File: config.mk
export PLATFORM = sky130hd
export DESIGN_NAME = inst_fifo
export DESIGN_NICKNAME = d
export VERILOG_FILES = /design/src/rtl/inst_fifo_pkg.sv /design/src/rtl/inst_fifo_ram.sv /design/src/rtl/inst_fifo.sv
export SDC_FILE = /design/constraint.sdc
export NUM_CORES = 2
export LEC_CHECK = 0
export ABC_AREA = 1
export BUFFER_PORTS_ARGS = -buffer_cell sky130_fd_sc_hd__buf_2
export CAP_MARGIN = 20
export CELL_PAD_IN_SITES_DETAIL_PLACEMENT = 0
export CELL_PAD_IN_SITES_GLOBAL_PLACEMENT = 1
export CORE_ASPECT_RATIO = 1.75
export CORE_MARGIN = 2
export CORE_UTILIZATION = 30
export DETAILED_ROUTE_END_ITERATION = 16
export PLACE_DENSITY = 0.67
export SETUP_SLACK_MARGIN = 0.05
export SYNTH_ARGS = -nofsm -noshare
export SYNTH_HDL_FRONTEND = slang
export SYNTH_HIERARCHICAL = 1
export SYNTH_SLANG_ARGS = --single-unit
export TNS_END_PERCENT = 1
File: constraint.sdc
create_clock -name clk -period 26.5 [get_ports clk]
set_input_delay 2.65 -clock clk [delete_from_list [all_inputs] [get_ports clk]]
set_output_delay 2.65 -clock clk [all_outputs]
set_load 0.01 [all_outputs]
File: src/rtl/inst_fifo_pkg.sv
// ============================================================================
// Module      : inst_fifo_pkg
// Description : Shared constants, entry layout and helpers for the IF/ID
//               instruction buffer.
// Revision    : 1.0 - initial release
// ============================================================================
`default_nettype none

package inst_fifo_pkg;

    // Reset PC and canonical NOP shown in empty presentation slots
    localparam logic [31:0] PC_RESET  = 32'h1c00_0000;
    localparam logic [31:0] INST_NOP  = 32'h0340_0000;

    // One buffer entry: pc + inst + excp + pred_taken + pred_target
    localparam int WIDTH_IFE     = 104;
    localparam int IFE_PC_LSB    = 0;
    localparam int IFE_INST_LSB  = 32;
    localparam int IFE_EXCP_LSB  = 64;
    localparam int IFE_PT_BIT    = 71;
    localparam int IFE_TGT_LSB   = 72;

    // Legal fetch-packet valid masks
    localparam logic [1:0] MASK_ONE = 2'b01;
    localparam logic [1:0] MASK_TWO = 2'b11;

    // Packed so that pc occupies bits [31:0] and target bits [103:72]
    typedef struct packed {
        logic [31:0] target;
        logic        pred_taken;
        logic [6:0]  excp;
        logic [31:0] inst;
        logic [31:0] pc;
    } ife_t;

    // Value presented on a slot that has no valid entry behind it
    function automatic ife_t ife_bubble();
        ife_t b;
        b.target     = 32'd0;
        b.pred_taken = 1'b0;
        b.excp       = 7'd0;
        b.inst       = INST_NOP;
        b.pc         = PC_RESET;
        return b;
    endfunction

endpackage

`default_nettype wire

File: src/rtl/inst_fifo_ram.sv
// ============================================================================
// Module      : inst_fifo_ram
// Description : DEPTH x WIDTH_IFE storage with two write ports and two
//               asynchronous read ports. Contents are not reset; validity is
//               tracked by the controller.
// Revision    : 1.0 - initial release
// ============================================================================
`default_nettype none

module inst_fifo_ram
    import inst_fifo_pkg::*;
#(
    parameter int DEPTH = 8,
    parameter int AW    = $clog2(DEPTH)
) (
    input  logic          clk,
    input  logic          we0,
    input  logic [AW-1:0] waddr0,
    input  ife_t          wdata0,
    input  logic          we1,
    input  logic [AW-1:0] waddr1,
    input  ife_t          wdata1,
    input  logic [AW-1:0] raddr0,
    output ife_t          rdata0,
    input  logic [AW-1:0] raddr1,
    output ife_t          rdata1
);

    ife_t mem_q [DEPTH];

    // Store up to two entries per cycle; the controller never aims both ports at one address
    always_ff @(posedge clk) begin
        if (we0) begin
            mem_q[waddr0] <= wdata0;
        end
        if (we1) begin
            mem_q[waddr1] <= wdata1;
        end
    end

    assign rdata0 = mem_q[raddr0];
    assign rdata1 = mem_q[raddr1];

endmodule

`default_nettype wire

File: src/rtl/inst_fifo.sv
// ============================================================================
// Module      : inst_fifo
// Description : Two-in / two-out instruction buffer between IF and ID.
//               Presents the oldest one or two entries as an ordered pair.
//               Optional stall counters enabled by defining INST_FIFO_PERF_EN.
// Revision    : 1.0 - initial release
// ============================================================================
`default_nettype none

module inst_fifo
    import inst_fifo_pkg::*;
#(
    parameter int DEPTH = 8
) (
    input  logic                     clk,
    input  logic                     rstn,
    input  logic                     flush,
    input  logic                     if_readygo,
    output logic                     fifo_allowin,
    input  logic [1:0]               if_valid_mask,
    input  logic [31:0]              if_pc0,
    input  logic [31:0]              if_pc1,
    input  logic [31:0]              if_inst0,
    input  logic [31:0]              if_inst1,
    input  logic [6:0]               if_excp,
    input  logic [1:0]               if_pred_taken,
    input  logic [31:0]              if_pred_target,
    output logic                     fifo_readygo,
    input  logic                     id_allowin,
    output logic [31:0]              fifo_pc0,
    output logic [31:0]              fifo_pc1,
    output logic [31:0]              fifo_inst0,
    output logic [31:0]              fifo_inst1,
    output logic [6:0]               fifo_excp0,
    output logic [6:0]               fifo_excp1,
    output logic [1:0]               fifo_pred_taken,
    output logic [31:0]              fifo_pred_target0,
    output logic [31:0]              fifo_pred_target1,
    output logic [$clog2(DEPTH):0]   fifo_count,
    output logic [31:0]              perf_full_cnt,
    output logic [31:0]              perf_empty_cnt
);

    localparam int AW = $clog2(DEPTH);
    localparam int CW = AW + 1;

    localparam logic [CW-1:0] CNT_TWO     = CW'(2);
    localparam logic [CW-1:0] ALLOWIN_MAX = CW'(DEPTH - 2);

    logic [AW-1:0] head_q, head_d;
    logic [AW-1:0] tail_q, tail_d;
    logic [CW-1:0] count_q, count_d;

    logic [1:0]    push_num;
    logic [1:0]    pop_num;
    logic          two_valid;

    ife_t          wr_slot0, wr_slot1;
    ife_t          rd_slot0, rd_slot1;
    ife_t          out_slot0, out_slot1;

    // Handshakes depend only on registered occupancy
    assign fifo_allowin = (count_q <= ALLOWIN_MAX);
    assign fifo_readygo = (count_q != '0);
    assign two_valid    = (count_q >= CNT_TWO);
    assign fifo_count   = count_q;

    // Number of entries accepted from IF this cycle; illegal masks push nothing
    always_comb begin
        push_num = 2'd0;
        if (if_readygo && fifo_allowin) begin
            case (if_valid_mask)
                MASK_ONE: push_num = 2'd1;
                MASK_TWO: push_num = 2'd2;
                default:  push_num = 2'd0;
            endcase
        end
    end

    // Number of entries consumed by ID: the whole presented pair, at most two
    always_comb begin
        pop_num = 2'd0;
        if (fifo_readygo && id_allowin) begin
            pop_num = two_valid ? 2'd2 : 2'd1;
        end
    end

    // Pointer and occupancy update; flush overrides any push or pop
    always_comb begin
        head_d  = head_q + AW'(pop_num);
        tail_d  = tail_q + AW'(push_num);
        count_d = count_q + CW'(push_num) - CW'(pop_num);
        if (flush) begin
            head_d  = '0;
            tail_d  = '0;
            count_d = '0;
        end
    end

    // Control state registers
    always_ff @(posedge clk or negedge rstn) begin
        if (!rstn) begin
            head_q  <= '0;
            tail_q  <= '0;
            count_q <= '0;
        end else begin
            head_q  <= head_d;
            tail_q  <= tail_d;
            count_q <= count_d;
        end
    end

    // Build the entries written for the incoming slots; target is shared by the packet
    always_comb begin
        wr_slot0.target     = if_pred_target;
        wr_slot0.pred_taken = if_pred_taken[0];
        wr_slot0.excp       = if_excp;
        wr_slot0.inst       = if_inst0;
        wr_slot0.pc         = if_pc0;
        wr_slot1.target     = if_pred_target;
        wr_slot1.pred_taken = if_pred_taken[1];
        wr_slot1.excp       = if_excp;
        wr_slot1.inst       = if_inst1;
        wr_slot1.pc         = if_pc1;
    end

    inst_fifo_ram #(
        .DEPTH (DEPTH),
        .AW    (AW)
    ) u_ram (
        .clk    (clk),
        .we0    ((push_num != 2'd0) && !flush),
        .waddr0 (tail_q),
        .wdata0 (wr_slot0),
        .we1    ((push_num == 2'd2) && !flush),
        .waddr1 (tail_q + AW'(1)),
        .wdata1 (wr_slot1),
        .raddr0 (head_q),
        .rdata0 (rd_slot0),
        .raddr1 (head_q + AW'(1)),
        .rdata1 (rd_slot1)
    );

    // Mask stale storage with bubbles when the slot has no valid entry
    always_comb begin
        out_slot0 = fifo_readygo ? rd_slot0 : ife_bubble();
        out_slot1 = two_valid    ? rd_slot1 : ife_bubble();
    end

    assign fifo_pc0          = out_slot0.pc;
    assign fifo_pc1          = out_slot1.pc;
    assign fifo_inst0        = out_slot0.inst;
    assign fifo_inst1        = out_slot1.inst;
    assign fifo_excp0        = out_slot0.excp;
    assign fifo_excp1        = out_slot1.excp;
    assign fifo_pred_taken   = {out_slot1.pred_taken, out_slot0.pred_taken};
    assign fifo_pred_target0 = out_slot0.target;
    assign fifo_pred_target1 = out_slot1.target;

`ifdef INST_FIFO_PERF_EN
    logic [31:0] perf_full_q, perf_full_d;
    logic [31:0] perf_empty_q, perf_empty_d;

    // Count IF-blocked and ID-starved cycles; free-running, wrap naturally, survive flush
    always_comb begin
        perf_full_d  = perf_full_q  + {31'd0, (if_readygo && !fifo_allowin)};
        perf_empty_d = perf_empty_q + {31'd0, (id_allowin && !fifo_readygo)};
    end

    // Stall counter registers
    always_ff @(posedge clk or negedge rstn) begin
        if (!rstn) begin
            perf_full_q  <= 32'd0;
            perf_empty_q <= 32'd0;
        end else begin
            perf_full_q  <= perf_full_d;
            perf_empty_q <= perf_empty_d;
        end
    end

    assign perf_full_cnt  = perf_full_q;
    assign perf_empty_cnt = perf_empty_q;
`else
    assign perf_full_cnt  = 32'd0;
    assign perf_empty_cnt = 32'd0;
`endif

endmodule

`default_nettype wire
Word level (Yosys, flattened, before mapping)

Memories as Yosys holds them, arrays and structs flattened.
Cells that the tools add are included.

Add/subtract/negate cells: 6
Magnitude comparators: 2
Equality and inequality tests: 3
Muxes and demuxes: 13
Reductions and logical operators: 7

Operators with widths:

| kind                                                                                | number |
|---|---|
| 104-bit two-way mux                                                                 | 2 |
| 3-bit by 1-bit adder with 3-bit output, second input constant                       | 2 |
| 3-bit by 2-bit adder with 3-bit output                                              | 2 |
| 2-bit two-way mux                                                                   | 3 |
| 3-bit two-way mux                                                                   | 2 |
| 4-bit by 2-bit adder with 4-bit output                                              | 1 |
| 2-bit equality test, second input constant                                          | 2 |
| 4-bit by 2-bit greater-or-equal comparator with 1-bit output, second input constant | 1 |
| 4-bit by 3-bit less-or-equal comparator with 1-bit output, second input constant    | 1 |
| 1-bit logical AND                                                                   | 4 |
| 1-bit two-way mux                                                                   | 4 |
| 4-bit two-way mux                                                                   | 1 |
| 2-bit one-hot mux with 2 select lines                                               | 1 |
| 4-bit nonzero test                                                                  | 1 |
| 4-bit by 2-bit subtractor with 4-bit output                                         | 1 |
| 2-bit by 1-bit equality test with 1-bit output, second input constant               | 1 |
| 2-bit nonzero test                                                                  | 1 |
| 1-bit zero test                                                                     | 1 |

Bits in registers: 10
RAM bits: 832
Output and inout port bits: 278
Logic and storage cells: 35
Memories kept: 1

Memories:

| name        | depth | bits a word | rd ports | clocked after memory_dff | write ports | RTL line            | text |
|---|---|---|---|---|---|---|---|
| u_ram.mem_q | 8     | 104         | 2        | 0                        | 2           | inst_fifo_ram.sv:29 | `ife_t mem_q [DEPTH];` |

Depth between registers and ports, before layout

Depth in word-level cells: 7
Mapped depth: 16

Hierarchy

The synthesis kept the hierarchy.

By module, submodules not included:

| module        | times used | cells each | area an instance (µm²) | seq. area each (µm²) |
|---|---|---|---|---|
| inst_fifo_ram | 1          | 7618       | 53095.9                | 24984.0 |
| inst_fifo     | 1          | 577        | 2906.5                 | 250.2 |

Worst setup path before layout

No wires, ideal clock.

Kind: input -> register
From: in flush
To: mem u_ram/mem_q[1][0] (netlist bit) (enable)
Data arrival time: 10.472 ns
Required time: 25.790 ns
Slack: 15.318 ns
Stages: 6
Cells stage by stage: clkbuf_1 > inv_1 > nand4_1 > inv_1 > nand2_1 > o21ai_0

RTL lines:

| what            | RTL line            | text |
|---|---|---|
| start, declared | inst_fifo.sv:17     | `input logic flush,` |
| end, declared   | inst_fifo_ram.sv:29 |  |

==> impl_metrics.ini <==
[placed_design]
numPortBuffers = 389
place_inst = 10450
routabilityCongestion = 0.7955
dpl_worst_slack_ns = 19.28
post-dp-hpwl_mm = 121.2

[sta]
relSlewSlack = 0.1555
tightestPinTransition_ns = 1.267
period_share = 0.2971
rsz0062_at_grt = false
min_period_ns = 7.874
finalHoldViolations = 0
worst_clock_skew_ns = 0.03306
setup_viol = 0
max_freq_mhz = 127.0
drv_slew = 0
finalSetupTns_ns = 0
setup_slack_ns = 18.63

[final_layout]
final-seq-area_um2 = 25250
final_nets = 8308
stdcell_count = 10630
n_fill_cell = 19790
drive_gt1_frac = 0.07744
area_delta_synth_final_pct = 10.12
multi_input_area_um2 = 23350
fin_util = 0.3326

[yosys]
synth-compound-area-share = 0.07576
netlist_area_um2 = 56000
synth_edf_count = 832
synth_most_common_cell = nand2_1
synth_area_leaders = edfxtp_1 45%, nand2_1 24%, inv_1 7.8%, nand3_1 7.5%, o21ai_0 6.9%
ys_seq_area_frac = 0.4506
syn_inst = 8195
synthMuxAreaShare = 0
synth_simple_gate_area_frac = 0.3294
synth_common_cells = 3556 x nand2_1, 1164 x inv_1, 837 x nand3_1
synth_xor_area_frac = 0.0006256
syn_avg_cell_area_um2 = 6.834
ys_async_sr_fraction = 0.01188
synth_top_area_share = 0.4461
synth_fa_ha_area_frac = 0.003664
synth_top_flop_cell = edfxtp_1
ys_types = 28
ys_ff_latch = 842
synth_top_family_by_area = simple AND/OR/NAND/NOR gates
ys_warn_count = 6
synth_top_cell_by_area = edfxtp_1

[power]
irDropWorstVdd_mv = 0.1155
p_total_uw = 6218
leakage_uw = 0.03124
p_per_area_nw_per_um2 = 100.8

[routing]
route.detailed.drc = 0
drtAntennaViolNets = 0
dr.pass1.iters = 6
vias = 52630
routed_wl_mm = 226.7
drt_iter0_drc = 4336
avgViaCountPerCell = 4.951
wl_per_cell_um = 21.32

[cts]
post_cts_resized = 0
post_cts_buffers = 0
ctsLongestPathBuffers = 3
insertion_delay_ns = 0.70
root_buffer = clkbuf_16
htreeDepth = 3
clock-sinks = 842
cts_tree = yes
cts_buffers = 89
clkTransAtPathRegs_ns = 0.06
hold_buffers = 0

[setup_path]
critPathRequiredTime_ns = 23.85
cp-end-kind = output pin
path_cells = ha_4, inv_8, buf_4, buf_4, nand3_1, nand2_1, nand2_1, nand2_1, inv_1, nor2_1, buf_2
max_stage_delay_ns = 0.89
cpMostUsedCell = nand2_1
cp_slowest_cell = dfrtp_4
path_class = flop to output pin
cp-start-kind = flop
cp.arrival_ns = 5.22
cp_max_fo = 70

[global_routing]
grt_overflow = 0
antenna_found_initial = 51
grt_pass1_wl_mm = 329.0
grt_usage = 0.2325
grt_max_degree = 217
grt_pass1_vias = 50440

[floorplanning]
die_h_um = 575.6
pin_count = 454
die_width_um = 330.6
start_util = 0.3021
rows = 209
die-area_um2 = 190300
coreArea_um2 = 185400

[run]
drv_cap = 0

[run_status]
status = finished clean

[min_path]
hold_class = flop to flop
where the power goes:
group / switching (µW) / internal, µW
registers: 39.3 / 1500
clock network: 568 / 713
logic: 2470 / 934
total: 3070 / 3140
cells in the final DEF, fill, tap and decap left out, types with 10 or more instances in the layout:
| cell type | count |
|---|---|
| clkbuf_1 | 13 |
| buf_12 | 10 |
| buf_4 | 63 |
| edfxtp_1 | 832 |
| o21ai_0 | 764 |
| nor2_1 | 212 |
| clkinv_2 | 13 |
| nand3_1 | 836 |
| conb_1 | 64 |
| buf_2 | 389 |
| o21ai_1 | 64 |
| nand2_1 | 3550 |
| clkbuf_16 | 90 |
| clkinv_1 | 18 |
| diode_2 | 18 |
| inv_1 | 1163 |
cell families (layout without fill, tap and decap cells):
| kind of cell | after synthesis | count (layout) |
|---|---|---|
| xor gates and xnor gates | 4 | 4 |
| adders and majority gates | 14 | 14 |
| AOI/OAI and AO/OA | 844 | 844 |
| other | 1 | 82 |
| DFF | 842 | 842 |
| buffers and inverters | 1868 | 1797 |
| and+or+nand+nor | 4622 | 4622 |
state kept, by name (all words and copies together) (netlist names):
| register | flops |
|---|---|
| tail_q | 3 |
| u_ram/mem_q | 832 |
| fifo_count | 4 |
| head_q | 3 |
worst max-delay path: cells and delay by family (launching register included):
| kind | cells | cell delay [ns] |
|---|---|---|
| flip-flops | 1 | 0.89 |
| buffers and inverters | 5 | 2.33 |
| AND/OR/NAND/NOR | 5 | 0.58 |
| adder cells (fa/ha/maj) | 1 | 0.49 |
metrics by stage:
stage               cell area, µm²  hold WS [ns]
floorplan                    56240        0.5385
global placement             58720        0.6264
detailed placement           58740        0.6287
CTS                          61600        0.6714
global route                 61640        0.7057
finish                       61670        0.6603
metal layers:
layer / global-route usage / share of wire
met1: 0.2913 / 0.41
met3: 0.03597 / 0.069
met5: 0 / 0.0013
met4: 0.07946 / 0.033
met2: 0.4028 / 0.48
worst paths after layout:
path	cells after the start	slack (ns)	to	from
max	11	18.63	fifo_pred_target1[31]	head_q[1]
min in group asynchronous	1	1.85	fifo_count[1]	rstn
min reg2reg	2	0.66	tail_q[2]	tail_q[2]
min	2	0.66	tail_q[2]	tail_q[2]
max reg2reg	12	22.03	u_ram/mem_q[6][57]	fifo_count[3]
max in group asynchronous	1	24.36	head_q[1]	rstn
cell type report:
type,count,area share
antenna,18,0.0007304
clock buffer,108,0.03843
clock inverter,52,0.007872
inverter,1173,0.07241
multi-input combinational,5548,0.3786
sequential,842,0.4094
tap,2426,0.04922
timing repair buffer,464,0.04338
Power figures use the tool's default switching activity.
